==> config.mk <==
export PLATFORM = sky130hd
export DESIGN_NAME = req_ack_seq_master
export DESIGN_NICKNAME = d
export VERILOG_FILES = /design/src/rtl/req_ack_pkg.sv /design/src/rtl/ack_timeout_cnt.sv /design/src/rtl/req_ack_seq_master.sv
export SDC_FILE = /design/constraint.sdc
export NUM_CORES = 1
export LEC_CHECK = 0
export CORE_UTILIZATION = 58
export DETAILED_ROUTE_END_ITERATION = 7
export DONT_BUFFER_PORTS = 1
export GPL_TIMING_DRIVEN = 0
export PLACE_DENSITY = 0.76
export SETUP_SLACK_MARGIN = 0.05
export SLEW_MARGIN = 10
export SYNTH_ARGS = -nofsm -noshare
export SYNTH_HDL_FRONTEND = slang
export SYNTH_SLANG_ARGS = --single-unit
==> constraint.sdc <==
create_clock -name clk -period 2.05 [get_ports clk]
set_input_delay 0.41 -clock clk [delete_from_list [all_inputs] [get_ports clk]]
set_output_delay 0.41 -clock clk [all_outputs]
set_load 0.005 [all_outputs]
==> src/rtl/req_ack_pkg.sv <==
// req_ack_pkg: shared FSM state, command encoding and data-pattern helper
//   for req_ack_seq_master and its sub-modules.
package req_ack_pkg;
    typedef enum logic [1:0] {IDLE, WRITE, READ, FIN} state_t;
    localparam logic CMD_WRITE = 1'b1;
    localparam logic CMD_READ  = 1'b0;
    // Computed at 64 bits; callers resize the result to their data width.
    function automatic logic [63:0] pat(input logic [63:0] addr, input logic [63:0] seed);
        return addr ^ seed;
    endfunction
endpackage

==> src/rtl/ack_timeout_cnt.sv <==
// ack_timeout_cnt: counts consecutive cycles a request waits for ack.
//   clk     - clock, rising edge
//   rst     - asynchronous active-low reset
//   clear   - restart the count (no request pending, or ack this cycle)
//   waiting - request pending without ack this cycle
//   expired - this edge is the TIMEOUT-th waiting edge; never set when TIMEOUT=0
module ack_timeout_cnt #(
    parameter int TIMEOUT = 16
) (
    input  logic clk,
    input  logic rst,
    input  logic clear,
    input  logic waiting,
    output logic expired
);
    localparam int CW = TIMEOUT > 1 ? $clog2(TIMEOUT) : 1;
    logic [CW-1:0] cnt;
    always_ff @(posedge clk or negedge rst)
        if (!rst)
            cnt <= '0;
        else if (clear)
            cnt <= '0;
        else if (waiting)
            cnt <= cnt + CW'(1);
    // Fires on the edge that would bring the count to TIMEOUT, so req is
    // high for exactly TIMEOUT cycles before it drops.
    assign expired = (TIMEOUT != 0) && waiting && (cnt == CW'(TIMEOUT - 1));
endmodule

==> src/rtl/req_ack_seq_master.sv <==
// req_ack_seq_master: writes N strided locations over req/ack, reads them back
//   and counts mismatches against the expected pattern.
//   clk       - clock, rising edge
//   rst       - asynchronous active-low reset
//   start     - run request, accepted only in IDLE
//   base_addr - first address, sampled on start
//   ack/rdata - slave handshake and read data
//   req/cmd/wdata/addr - registered request outputs, stable until ack
//   busy/done - run in progress / one-cycle end-of-run pulse
//   err_cnt   - saturating read mismatch count of the last run
//   timeout   - sticky ack-timeout abort flag
module req_ack_seq_master
    import req_ack_pkg::*;
#(
    parameter int          N       = 4,
    parameter int          ADDR_W  = 32,
    parameter int          DATA_W  = 32,
    parameter int          STRIDE  = 1,
    parameter logic [31:0] SEED    = 32'hA5A5_0000,
    parameter int          TIMEOUT = 16
) (
    input  logic                   clk,
    input  logic                   rst,
    input  logic                   start,
    input  logic [ADDR_W-1:0]      base_addr,
    input  logic                   ack,
    input  logic [DATA_W-1:0]      rdata,
    output logic                   req,
    output logic                   cmd,
    output logic [DATA_W-1:0]      wdata,
    output logic [ADDR_W-1:0]      addr,
    output logic                   busy,
    output logic                   done,
    output logic [$clog2(N+1)-1:0] err_cnt,
    output logic                   timeout
);
    localparam int IW = N > 1 ? $clog2(N) : 1;
    localparam int EW = $clog2(N + 1);

    state_t            state;
    logic [IW-1:0]     idx;
    logic [ADDR_W-1:0] base;
    logic              expired;
    logic              fire;
    logic              last;
    logic [ADDR_W-1:0] next_addr;

    function automatic logic [DATA_W-1:0] pat_of(input logic [ADDR_W-1:0] a);
        return DATA_W'(pat(64'(a), 64'(SEED)));
    endfunction

    assign fire      = req && ack;
    assign last      = idx == IW'(N - 1);
    assign next_addr = addr + ADDR_W'(STRIDE);

    ack_timeout_cnt #(.TIMEOUT(TIMEOUT)) u_timeout (
        .clk     (clk),
        .rst     (rst),
        .clear   (!req || ack),
        .waiting (req && !ack),
        .expired (expired)
    );

    always_ff @(posedge clk or negedge rst) begin
        if (!rst) begin
            state   <= IDLE;
            idx     <= '0;
            base    <= '0;
            req     <= 1'b0;
            cmd     <= 1'b0;
            wdata   <= '0;
            addr    <= '0;
            busy    <= 1'b0;
            done    <= 1'b0;
            err_cnt <= '0;
            timeout <= 1'b0;
        end else begin
            case (state)
                IDLE: if (start) begin
                    base    <= base_addr;
                    err_cnt <= '0;
                    timeout <= 1'b0;
                    idx     <= '0;
                    busy    <= 1'b1;
                    req     <= 1'b1;
                    cmd     <= CMD_WRITE;
                    addr    <= base_addr;
                    wdata   <= pat_of(base_addr);
                    state   <= WRITE;
                end
                WRITE: if (fire) begin
                    if (last) begin
                        idx   <= '0;
                        cmd   <= CMD_READ;
                        wdata <= '0;
                        addr  <= base;
                        state <= READ;
                    end else begin
                        idx   <= idx + IW'(1);
                        addr  <= next_addr;
                        wdata <= pat_of(next_addr);
                    end
                end else if (expired) begin
                    req     <= 1'b0;
                    timeout <= 1'b1;
                    done    <= 1'b1;
                    busy    <= 1'b0;
                    state   <= FIN;
                end
                READ: if (fire) begin
                    if (rdata != pat_of(addr) && err_cnt != EW'(N))
                        err_cnt <= err_cnt + EW'(1);
                    if (last) begin
                        req   <= 1'b0;
                        done  <= 1'b1;
                        busy  <= 1'b0;
                        state <= FIN;
                    end else begin
                        idx  <= idx + IW'(1);
                        addr <= next_addr;
                    end
                end else if (expired) begin
                    req     <= 1'b0;
                    timeout <= 1'b1;
                    done    <= 1'b1;
                    busy    <= 1'b0;
                    state   <= FIN;
                end
                FIN: begin
                    done  <= 1'b0;
                    state <= IDLE;
                end
                default: state <= IDLE;
            endcase
        end
    end
endmodule
==> out/qor.yml <==
synth_area_sq_um: 6470
synthFlopType: "dfrtp_1"
htreeDepth: 3
cts_root_buffer: "clkbuf_8"
place_ws_ns: -0.802
slowest_delay_ns: 0.53
clk_latency_ns: 0.43
required_ns: 2.37
grt_pass1_vias: 5994
wirelength_mm: 23.5
maxCapViolations: 0
drive_gt1_share_pct: 31.3
max_slew_margin_pct: 63.1
dpl.hpwl_mm: 15.4
nFillCells: 737
slew_violations: 0
grt_start_max_net_pins: 113
setup_violations: 19
fin_setup_tns_ns: -2.76
use_met2_pct: 61.6
power_uw: 14800
dr.pass1.iters: 6
die_x_um: 108
cts_tree: "done"
ys_seq_area_share_pct: 43.3
ir_drop_v: 0.00119
synth_edf_count: 0
synth.largest_area_cell: "dfrtp_1"
fin_hold_ws_ns: -0.336
clock_sinks: 112
coreArea_sq_um: 10800
dieArea_sq_um: 11600
post-route-period-util_pct: 111
switchingPower_uw: 7320
grt_use_met3_pct: 13.6
seq_power_share_pct: 30.7
fmax_ghz: 0.441
avgRoutedWirePerCell_um: 25.7
synthArstFlopShare_pct: 100
final_hold_viol_count: 112
portBuffers: 0
vias_per_cell: 6.88
fin_nets: 849
ys_ff_latch: 112
grt.total_usage_pct: 40.1
worst_pin_slew_ns: 0.554
vias: 6301
syn_inst: 715
grt_pass1_wl_mm: 33.8
ys_types: 56
seq_area_sq_um: 2820
instances_no_fill: 916
final_cell_mix: "dfrtp_1, nand2_1, o21ai_0"
path_max_fanout: 8
crit_chain: "ha_4 -> nand4_1 -> or4_4 -> buf_8 -> nor3_4 -> xnor2_2 -> a211o_1 -> o311ai_1"
clockPowerShare_pct: 9.4
synth.area.top_cells: "dfrtp_1, xnor2_1, o21ai_0"
antenna_found_initial: 0
worst_path_max_delay_cell: "dfrtp_2"
drc: 0
final.min_clock_period_ns: 2.27
netSwitchingFraction_pct: 49.3
layout_commonest_cell: "dfrtp_1"
clkTransAtPathRegs_ns: 0.12
cp-end-kind: "register"
multi_input_area_sq_um: 4040
violations: "negative hold slack, negative setup slack"
place_congestion: 0.967
fin_skew_ns: 0.0184
busiest_layer: "met2"
cp-start-kind: "register"
p_int_uw: 7520
crit_type: "register to register"
gr-total-overflow: 0
dp.cells: 855
ioPinCount: 140
hp-class: "input port to asynchronous set/reset pin"
start_util_pct: 59.7
yosys_warnings: 0
synthToLayoutAreaGrowth_pct: 25.0
row_count: 38
comb_power_share_pct: 59.9
arrival_ns: 2.59
numCtsBuffers: 9
drt_iter0_drc: 728
syn_nets: 793
rsz0062_at_grt: "true"
ant_nets: 0
synth_area_per_cell_sq_um: 9.05
leakage_uw: 0.00333
powerDensity_nw_per_um2: 1830
grt_util_met1_pct: 49.2
diodes: 0
clock_path_buffers: 2
synth_top_area_share_pct: 43.3
die_h_um: 108
status: "finished, violations left"
worst_slack_ns: -0.220
## stage by stage
step | area [sq um] | util (%)
finish | 8090 | 74.6
global route | 8090 | 74.6
floorplan | 6550 | -
CTS | 7580 | 69.9
detailed placement | 6720 | 62.0
global placement | 6720 | 62.0
## cells by family after synthesis
kind of cell / count (synthesis) / synth area share, %
buffers and inverters: 70 / 4.29
adders and majority gates: 10 / 1.93
and+or+nand+nor: 244 / 19.3
DFF: 112 / 43.3
muxes: 31 / 5.35
xor gates and xnor gates: 64 / 8.66
AOI/OAI and AO/OA: 184 / 17.1
## path summary, 6_finish.rpt
check | startpoint | to | slack [ns] | cells past startpoint
max | addr[0] | addr[26] | -0.22 | 8
max in group asynchronous | rst | addr[17] | 2.23 | 0
min reg2reg | u_timeout.cnt[0] | u_timeout.cnt[0] | 0.46 | 1
max reg2reg | addr[0] | addr[26] | -0.22 | 8
min | rst | wdata[8] | -0.34 | 0
min in group clk | base_addr[9] | base[9] | 0.12 | 1
## routing by layer
metal  routed length [um]  vias to the layer above
met5                    0                        -
met4                 1510                        0
met3                 2740                      125
met2                10800                      478
met1                 8470                     3033
li1                     -                     2665
## synth_stat cells (6+ instances only)
cell,instances
nand2_1,76
a21oi_1,50
nand4_1,14
buf_1,6
a221oi_1,9
nand3_1,16
nor3_1,34
nor2_1,40
nor4_1,11
o21ai_0,71
dfrtp_1,112
inv_1,18
xor2_1,18
a31oi_1,8
o211ai_1,6
nor2b_1,15
xnor2_1,46
nor3b_1,10
o221ai_1,6
clkbuf_1,39
o21a_1,6
mux2_2,29
ha_1,10
## power by group through the flow
stage	sequential, uW	clock (uW)	combinational [uW]
6_report	4560	1400	8890
5_1_grt	4680	1470	9350
4_1_cts	4460	1390	7650
3_5_place_dp	4430	0	6630
3_3_place_gp	4370	0	6420
2_1_floorplan	4080	0	4730
## state kept, by name (all words and copies together) (netlist names)
register / count
done: 1
busy: 1
timeout: 1
req: 1
err_cnt: 3
state: 2
base: 32
idx: 2
wdata: 32
u_timeout.cnt: 4
addr: 32
cmd: 1
## timing repair
| item | CTS | global route |
|---|---|---|
| hold endpoints to repair | 112 | 112 |
| setup endpoints to repair | 102 | 90 |
| buffers inserted | 25 | 23 |
| gates resized for setup | 146 | 96 |
| cloned | 1 | 0 |
| pin swaps | 41 | 51 |
## critical path: cells and delay by family, from the launching register on
family	cells	cell delay, ns
compound gates	2	0.36
xor+xnor	1	0.11
fa+ha+maj	1	0.18
buf+inv	1	0.16
flops	1	0.53
simple gates	3	0.82
## final cells by class
cell class | count | share of cell area (%)
Sequential cell | 112 | 34.9
Buffer | 51 | 5.32
Inverter | 18 | 0.835
Clock buffer | 12 | 1.67
Clock inverter | 4 | 0.680
Multi-Input combinational cell | 533 | 49.9
Timing Repair Buffer | 46 | 4.50
Tap cell | 140 | 2.17
Note: power is estimated with default switching activity, not from simulation.
